==> src/rtl/wash_payment.sv <==
// -----------------------------------------------------------------------------
// wash_payment
//
// Point-of-sale front end for the car wash controller. Collects coins into a
// credit balance (in quarter units), validates a wash selection against its
// price, drives selection/approvalStatus into the carwash block, holds the
// approval until the carwash reports completion and then refunds any credit
// that is left over. An idle timeout in COLLECT returns the credit to a
// customer who walked away.
//
// Ports
//   clk            : system clock (shared with the carwash block)
//   reset          : synchronous, active-low reset
//   coin_valid     : one-cycle coin insert strobe
//   coin_value     : 0 = quarter (1), 1 = dollar (4), 2 = five (20), 3 = invalid
//   select_valid   : one-cycle wash button strobe
//   select_in      : requested wash 1..3 (0 is invalid)
//   cancel         : customer cancel strobe
//   wash_complete  : carwash "complete" indication
//   selection      : wash selection presented to the carwash
//   approvalStatus : wash approved, held until completion
//   credit         : current credit in quarters
//   change         : refund amount, meaningful while change_valid is high
//   change_valid   : one-cycle refund strobe
//   coin_reject    : one-cycle strobe, coin returned and not credited
//   error          : one-cycle strobe, invalid or under-funded selection
//   state          : FSM state for debug (IDLE=0, COLLECT=1, APPROVED=2,
//                    REFUND=3)
// -----------------------------------------------------------------------------
module wash_payment #(
    parameter logic [7:0] PRICE1  = 8'd20,
    parameter logic [7:0] PRICE2  = 8'd32,
    parameter logic [7:0] PRICE3  = 8'd48,
    parameter int         TIMEOUT = 30
) (
    input  logic       clk,
    input  logic       reset,
    input  logic       coin_valid,
    input  logic [1:0] coin_value,
    input  logic       select_valid,
    input  logic [1:0] select_in,
    input  logic       cancel,
    input  logic       wash_complete,
    output logic [1:0] selection,
    output logic       approvalStatus,
    output logic [7:0] credit,
    output logic [7:0] change,
    output logic       change_valid,
    output logic       coin_reject,
    output logic       error,
    output logic [2:0] state
);

    typedef enum logic [2:0] {
        ST_IDLE     = 3'd0,
        ST_COLLECT  = 3'd1,
        ST_APPROVED = 3'd2,
        ST_REFUND   = 3'd3
    } state_e;

    // Idle counter only has to reach TIMEOUT, so size it for that value.
    localparam int                CNT_W     = (TIMEOUT > 1) ? $clog2(TIMEOUT + 1) : 1;
    localparam logic [CNT_W-1:0]  IDLE_LAST = CNT_W'(TIMEOUT - 1);
    localparam logic [CNT_W-1:0]  CNT_ONE   = CNT_W'(1);
    localparam logic [CNT_W-1:0]  CNT_ZERO  = CNT_W'(0);

    // Coin code to credit value in quarters; the invalid code is worth nothing.
    function automatic logic [7:0] coin_amount(input logic [1:0] code);
        logic [7:0] amt;
        case (code)
            2'd0:    amt = 8'd1;
            2'd1:    amt = 8'd4;
            2'd2:    amt = 8'd20;
            default: amt = 8'd0;
        endcase
        return amt;
    endfunction

    // Wash code to price in quarters; code 0 never gets funded (see sel_ok_s).
    function automatic logic [7:0] wash_price(input logic [1:0] sel);
        logic [7:0] p;
        case (sel)
            2'd1:    p = PRICE1;
            2'd2:    p = PRICE2;
            2'd3:    p = PRICE3;
            default: p = 8'd0;
        endcase
        return p;
    endfunction

    state_e           state_q;
    logic [7:0]       credit_q;
    logic [7:0]       change_q;
    logic [1:0]       selection_q;
    logic             approval_q;
    logic             change_valid_q;
    logic             coin_reject_q;
    logic             error_q;
    logic             armed_q;
    logic [CNT_W-1:0] idle_cnt_q;

    logic [8:0]       coin_sum_s;
    logic             coin_ok_s;
    logic [7:0]       price_s;
    logic             sel_ok_s;

    // Coin and selection qualification shared by IDLE and COLLECT.
    always_comb begin
        coin_sum_s = {1'b0, credit_q} + {1'b0, coin_amount(coin_value)};
        // Bit 8 set means the sum passed 255: reject rather than wrap.
        coin_ok_s  = (coin_value != 2'd3) && !coin_sum_s[8];
        price_s    = wash_price(select_in);
        sel_ok_s   = (select_in != 2'd0) && (credit_q >= price_s);
    end

    // Payment FSM with all outputs registered alongside the state.
    always_ff @(posedge clk) begin
        if (!reset) begin
            // Credit held at reset is dropped, not refunded.
            state_q        <= ST_IDLE;
            credit_q       <= 8'd0;
            change_q       <= 8'd0;
            selection_q    <= 2'd0;
            approval_q     <= 1'b0;
            change_valid_q <= 1'b0;
            coin_reject_q  <= 1'b0;
            error_q        <= 1'b0;
            armed_q        <= 1'b0;
            idle_cnt_q     <= CNT_ZERO;
        end else begin
            // Strobes are one cycle wide unless re-asserted below.
            change_valid_q <= 1'b0;
            coin_reject_q  <= 1'b0;
            error_q        <= 1'b0;

            case (state_q)
                ST_IDLE: begin
                    // select_valid and cancel have no meaning without credit.
                    if (coin_valid) begin
                        if (coin_ok_s) begin
                            credit_q   <= coin_sum_s[7:0];
                            idle_cnt_q <= CNT_ZERO;
                            state_q    <= ST_COLLECT;
                        end else begin
                            coin_reject_q <= 1'b1;
                        end
                    end else begin
                        idle_cnt_q <= CNT_ZERO;
                    end
                end

                ST_COLLECT: begin
                    if (cancel) begin
                        // A coin in the same cycle loses to the cancel.
                        coin_reject_q <= coin_valid;
                        idle_cnt_q    <= CNT_ZERO;
                        state_q       <= ST_REFUND;
                    end else if (select_valid) begin
                        coin_reject_q <= coin_valid;
                        idle_cnt_q    <= CNT_ZERO;
                        if (sel_ok_s) begin
                            selection_q <= select_in;
                            credit_q    <= credit_q - price_s;
                            approval_q  <= 1'b1;
                            armed_q     <= 1'b0;
                            state_q     <= ST_APPROVED;
                        end else begin
                            error_q <= 1'b1;
                        end
                    end else if (coin_valid) begin
                        idle_cnt_q <= CNT_ZERO;
                        if (coin_ok_s) begin
                            credit_q <= coin_sum_s[7:0];
                        end else begin
                            coin_reject_q <= 1'b1;
                        end
                    end else if (idle_cnt_q == IDLE_LAST) begin
                        // This quiet cycle is the TIMEOUT-th one in a row.
                        idle_cnt_q <= CNT_ZERO;
                        state_q    <= ST_REFUND;
                    end else begin
                        idle_cnt_q <= idle_cnt_q + CNT_ONE;
                    end
                end

                ST_APPROVED: begin
                    coin_reject_q <= coin_valid;
                    // armed_q guards against a complete left high by the
                    // previous wash; only a 0-then-1 ends this wash.
                    if (wash_complete && armed_q) begin
                        approval_q  <= 1'b0;
                        selection_q <= 2'd0;
                        armed_q     <= 1'b0;
                        if (credit_q != 8'd0) begin
                            state_q <= ST_REFUND;
                        end else begin
                            state_q <= ST_IDLE;
                        end
                    end else if (!wash_complete) begin
                        armed_q <= 1'b1;
                    end else begin
                        armed_q <= armed_q;
                    end
                end

                ST_REFUND: begin
                    coin_reject_q  <= coin_valid;
                    change_q       <= credit_q;
                    change_valid_q <= 1'b1;
                    credit_q       <= 8'd0;
                    state_q        <= ST_IDLE;
                end

                default: begin
                    state_q     <= ST_IDLE;
                    approval_q  <= 1'b0;
                    selection_q <= 2'd0;
                    armed_q     <= 1'b0;
                    idle_cnt_q  <= CNT_ZERO;
                end
            endcase
        end
    end

    assign selection      = selection_q;
    assign approvalStatus = approval_q;
    assign credit         = credit_q;
    assign change         = change_q;
    assign change_valid   = change_valid_q;
    assign coin_reject    = coin_reject_q;
    assign error          = error_q;
    assign state          = state_q;

endmodule
==> config.mk <==
export PLATFORM = sky130hd
export DESIGN_NAME = wash_payment
export DESIGN_NICKNAME = d
export VERILOG_FILES = /design/src/rtl/wash_payment.sv
export SDC_FILE = /design/constraint.sdc
export NUM_CORES = 1
export LEC_CHECK = 0
export BUFFER_PORTS_ARGS = -buffer_cell sky130_fd_sc_hd__buf_2
export CORE_MARGIN = 2
export CORE_UTILIZATION = 56
export DETAILED_ROUTE_END_ITERATION = 10
export PLACE_DENSITY = 0.8
export SYNTH_ARGS = -nofsm -noshare
export SYNTH_HDL_FRONTEND = slang
export SYNTH_SLANG_ARGS = --single-unit
export TNS_END_PERCENT = 5
==> constraint.sdc <==
create_clock -name clk -period 2.4 [get_ports clk]
set_input_delay 0.12 -clock clk [delete_from_list [all_inputs] [get_ports clk]]
set_output_delay 0.12 -clock clk [all_outputs]
set_load 0.03 [all_outputs]
# --- Word level (Yosys, flattened, before mapping) ---
# Cells that the tools add are included.
classes:
  magnitude_cmp: 1
  addsub: 3
  multipliers: 0
  eq_ne: 22
  n_reduce_logical: 17
  n_mux: 48
  bitwise: 5
  div: 0
  shifts: 0
ops:
  columns: ["op", "count"]
  rows:
  - ["two-way mux 8 bit", 5]
  - ["two-way mux 5 bit", 6]
  - ["case mux 5 bit (3 select lines)", 2]
  - ["two-way mux 3 bit", 8]
  - ["case mux 8 bit (3 select lines)", 1]
  - ["case mux 6 bit (3 select lines)", 1]
  - ["two-way mux 1 bit", 15]
  - ["!= test 2 bit, second input constant", 7]
  - ["!= test 4 bit, second input constant", 3]
  - ["two-way mux 2 bit", 5]
  - ["AND reduction 5 bit", 2]
  - ["adder 8 x 8 -> 9 bit", 1]
  - ["!= test 3 bit, second input constant", 3]
  - ["case mux 1 bit (3 select lines)", 3]
  - ["case mux 3 bit (3 select lines)", 1]
  - [">= comparator 8 bit", 1]
  - ["nonzero test 8 bit", 1]
  - ["subtractor 8 bit", 1]
  - ["== test 2 bit, second input constant", 3]
  - ["== test 3 x 2 -> 1 bit, second input constant", 2]
  - ["case mux 2 bit (3 select lines)", 1]
  - ["AND reduction 6 bit", 1]
  - ["adder 5 x 1 -> 5 bit, second input constant", 1]
  - ["== test 5 bit, second input constant", 1]
  - ["other kinds (13)", 21]
word_totals:
  word_cells: 106
  register_bits: 31
  mem_bits_rw: 0
  mem_bits_ro: 0
  latchBits: 0
  n_memories: 0

# --- Depth between registers and ports, before layout ---
depth:
  ltp_word: 10
  depth_mapped: 10

# --- Worst setup path before layout ---
# OpenSTA, ideal clock, no wires.
synth_path:
  path_type: "reg-to-reg"
  start: "reg credit_q[2], in the netlist credit[2]"
  end: "reg approval_q, in the netlist approvalStatus"
  setup_ps: 116
  n_path_buf: 0
  setup_slack_ps: 28
  synth_period_minus_slack_ps: 2372
  path_stages_with_launch: 10
  t_arrival_ps: 2255
  cell_sequence: "dfxtp_1 > inv_1 > ha_1 > ha_1 > nand2b_1 > o2bb2ai_1 > a2111o_1 > a21oi_4 > mux2i_1 > nor2b_1"
synth_via:
  elab_chain_len: 4
synth_lines:
  columns: ["item", "line", "source"]
  rows:
  - ["from (decl)", "92", "logic [7:0] credit_q;"]
  - ["from (signal assigned)", "141", "credit_q <= coin_sum_s[7:0];"]
  - ["from (signal assigned)", "163", "credit_q <= credit_q - price_s;"]
  - ["from (signal assigned)", "173", "credit_q <= coin_sum_s[7:0];"]
  - [">= comparator 8 bit", "113", "sel_ok_s = (select_in != 2'd0) && (credit_q >= price_s);"]
  - ["logical AND 1 bit", "113", null]
  - ["!= test 2 bit (no source line)", null, null]
  - ["AND reduction 5 bit (no source line)", null, null]
  - ["to (signal assigned)", "124", "approval_q <= 1'b0;"]
  - ["to (signal assigned)", "164", "approval_q <= 1'b1;"]
  - ["to (signal assigned)", "191", "approval_q <= 1'b0;"]
  - ["to (decl)", "95", "logic approval_q;"]
# No other way between the ends.
# A chain may end at the register's enable or synchronous reset.

# --- Worst setup path after layout ---
layout_path:
  start: "reg credit_q[2], in the netlist credit[2]"
  end: "reg idle_cnt_q[2]"
layout_via:
  elab_chain_len: 5
layout_lines:
  columns: ["item", "line", "source"]
  rows:
  - ["adder 8 x 8 -> 9 bit", "109", "coin_sum_s = {1'b0, credit_q} + {1'b0, coin_amount(coin_value)};"]
  - ["zero test 1 bit", "111", "coin_ok_s = (coin_value != 2'd3) && !coin_sum_s[8];"]
  - ["logical AND 1 bit", "111", null]
  - ["!= test 3 bit (no source line)", null, null]
  - ["AND reduction 2 bit (no source line)", null, null]
  - ["to (signal assigned)", "182", "idle_cnt_q <= idle_cnt_q + CNT_ONE;"]
  - ["to (decl)", "100", "logic [CNT_W-1:0] idle_cnt_q;"]
# No other way between the ends.

==> out/metrics.yaml <==
outcome:
  outcome: "finished clean"
layout:
  multi_input_area_um2: 1340
  areaGrowthSynthToFinish_pct: 17.4
  fillers: 281
  fin_util_pct: 69.4
  drive_above_1_share_pct: 22.1
  seq_area_um2: 602
  finalNetCount: 307
  antenna_cells: 0
placed_design:
  gp_congestion: 0.924
  hpwl_um: 3450
  portBuffers: 33
drt:
  finalWirelength_um: 4760
  drt_iter0_drc: 212
  wl_per_cell_um: 14.6
  drc: 0
  first_pass_iters: 5
  vias: 1917
  vias_per_cell: 5.86
  antenna_left: 0
logic_synthesis:
  seq_area_frac_synth_pct: 30.0
  ys_warn_count: 0
  synthesis.nets: 268
  synth_cell_type_count: 54
  syn_area_um2: 2000
  synth_edf_count: 0
  ys.flop_type: "dfxtp_1"
  synth-async-reset-ratio_pct: 0
  synth_cells: 241
  synth.avg_cell_area_um2: 8.31
  ys_seq_elements: 30
global_routing:
  grt_start_max_net_pins: 33
  grtUsageTotal_pct: 25.4
  grt_pass1_vias: 1741
  grt-ovfl-total: 0
  antenna_found_initial: 0
  grt_pass1_wl_um: 8190
setup_path:
  path_cells: "buf_4, ha_1, a211oi_2, o31ai_4, a311oi_4, o21ai_1, a21oi_1, nor2b_1"
  worst_path_max_delay_cell: "a311oi_4"
  cp-end-kind: "flip-flop"
  start_kind: "flip-flop"
  critPathMaxStageDelay_ns: 0.44
  arrival_ns: 2.47
  cp.required_ns: 2.64
  path_max_fanout: 6
  crit_type: "flip-flop to flip-flop"
power:
  leakage_nw: 0.994
  p_clk_share_pct: 16.5
  power.internal_mw: 1.09
  power_frac_comb_pct: 52.0
  switchingPower_uw: 853
  p_per_area_nw_per_um2: 827
  ir_worst_vdd_mv: 0.426
  power_mw: 1.94
  seqPwrFrac_pct: 31.5
  p_sw_share_pct: 43.8
clock_tree:
  numClockSinks: 30
  clkTransAtPathRegs_ns: 0.09
  cts_setup_buffers: 0
  h-tree-depth: 2
  tritoncts: "yes"
  numCtsBuffers: 5
  cts-root-buf: "clkbuf_4"
  clkLatencyLatePin_ns: 0.34
  cts_buffer_depth: 2
timing:
  skew_ns: 0.00156
  finalHoldViolCount: 0
  slew_violations: 0
  finalSetupTns_ns: 0
  finalSetupViolations: 0
  rsz0062_at_grt: "no"
  min_period_over_period_pct: 92.9
  fmax_mhz: 449
  post-route-min-period_ns: 2.23
floorplan:
  initial_utilization_pct: 59.1
  die_h_um: 63.8
  rows: 21
  ioPinCount: 35
  core_area_um2: 3390
  die_area_um2: 4070
  die_w_um: 63.8
job:
  maxCapViolations: 0
min_path:
  hold_path_class: "input port to flip-flop"
-- area by class of cell --
type                    count  area share [%]
clock buffers               7            2.34
clock inverters             1           0.213
inverters                  15            2.39
multi-input cells         185            56.8
flip-flops and latches     30            25.6
well taps                  46            2.45
repair buffers             43            10.2
-- flip-flops by register name (all words and copies together) (netlist names) --
register / cells
armed_q: 1
selection: 2
change: 8
credit: 8
error: 1
state: 2
idle_cnt_q: 5
change_valid: 1
approvalStatus: 1
coin_reject: 1
-- layer usage --
layer | wire length, um | vias up | GRT usage, %
li1 | - | 944 | -
met1 | 2180 | 887 | 33.5
met2 | 2170 | 76 | 39.3
met3 | 325 | 10 | 5.81
met4 | 91 | 0 | 11.4
met5 | 0 | - | 0
-- repair_timing --
| action | 4_1_cts | 5_1_grt |
|---|---|---|
| setup endpoints to repair | 0 | 4 |
| resized for setup | 0 | 6 |
| hold buffers | 0 | 0 |
-- worst max-delay path: cells and delay by family, from the launching register on --
kind,cells,cell delay [ns]
buf+inv,1,0.14
compound gates,5,1.26
simple gates,1,0.06
fa+ha+maj,1,0.35
flops,1,0.33
-- logic make-up (layout without fill, tap and decap cells) --
| group | Yosys count | after routing | synth area share (%) |
|---|---|---|---|
| AND/OR/NAND/NOR | 86 | 86 | 23.0 |
| AO/OA/AOI/OAI | 66 | 66 | 23.2 |
| flip-flops | 30 | 30 | 30.0 |
| buffers and inverters | 26 | 66 | 5.62 |
| adder cells (fa/ha/maj) | 17 | 17 | 10.6 |
| multiplexers | 12 | 12 | 6.00 |
| XOR/XNOR | 3 | 3 | 1.31 |
| other | 1 | 1 | 0.187 |
-- placed cells by master (no fill, tap or decap), types with 2 or more instances in the layout --
master    synthesis  final
a211oi_2          2      2
a21boi_1          4      4
a21o_1            3      3
a21oi_1          18     18
a31o_1            3      3
a31oi_1           2      2
and2_1            6      6
and3_1            2      2
buf_2             3     33
buf_4             1     10
clkbuf_4          0      5
dfxtp_1          30     29
ha_1             17     17
inv_1            13     13
inv_2             2      2
mux2i_1          12     12
nand2_1          17     17
nand2b_1          5      4
nand3_1           9      9
nor2_1           14     14
nor2b_1          13     13
nor3_1            6      6
nor4_1            4      4
o21a_1            2      2
o21ai_0           9      9
o21ai_1           5      5
o22ai_1           3      3
o32a_1            2      2
or3_1             2      2
xor2_1            2      2
-- metrics by stage --
step	worst slack, ns	hold WS, ns	area (um^2)	instances
floorplan	0.0284	0.197	2000	241
global placement	0.153	0.396	2240	319
detailed placement	0.106	0.399	2240	319
CTS	0.126	0.0291	2300	327
global route	0.0152	0.0452	2350	327
finish	0.171	0.0498	2350	327
-- power groups by stage --
stage / Combinational (mW) / Sequential, mW / Clock, mW
after CTS: 0.951 / 0.612 / 0.335
after detailed placement: 0.944 / 0.623 / 0
after global routing: 1.11 / 0.622 / 0.352
final: 1.01 / 0.613 / 0.321
after floorplan: 0.608 / 0.702 / 0
after global placement: 0.933 / 0.623 / 0
-- cells in the mapped netlist (all sizes together), types with 2 or more instances --
cell	n	area, um^2
and2	6	37.5
a21o	3	22.5
a211oi	2	25.0
dfxtp	30	601
nor3	7	46.3
o22ai	3	18.8
o31ai	2	20.0
clkbuf	6	22.5
or3	2	12.5
a21boi	4	30.0
nor2	14	52.6
xor2	2	17.5
a21oi	19	106
nand2	17	63.8
o21ai	14	70.1
buf	5	33.8
o32a	2	20.0
ha	17	213
inv	15	56.3
nand2b	5	31.3
o21a	2	15.0
nand3	9	45.0
a31o	3	26.3
a31oi	2	12.5
mux2i	12	120
nor2b	13	81.3
nor4	4	25.0
and3	2	12.5
-- final timing paths --
| path | startpoint | end | slack [ns] | cells past startpoint |
|---|---|---|---|---|
| worst min register to register | idle_cnt_q[1] | idle_cnt_q[1] | 0.50 | 2 |
| worst max register to register | credit[2] | idle_cnt_q[2] | 0.17 | 8 |
| worst max-delay path | credit[2] | idle_cnt_q[2] | 0.17 | 8 |
| worst min-delay path | cancel | error | 0.05 | 2 |
(Power assumes the default switching activity.)
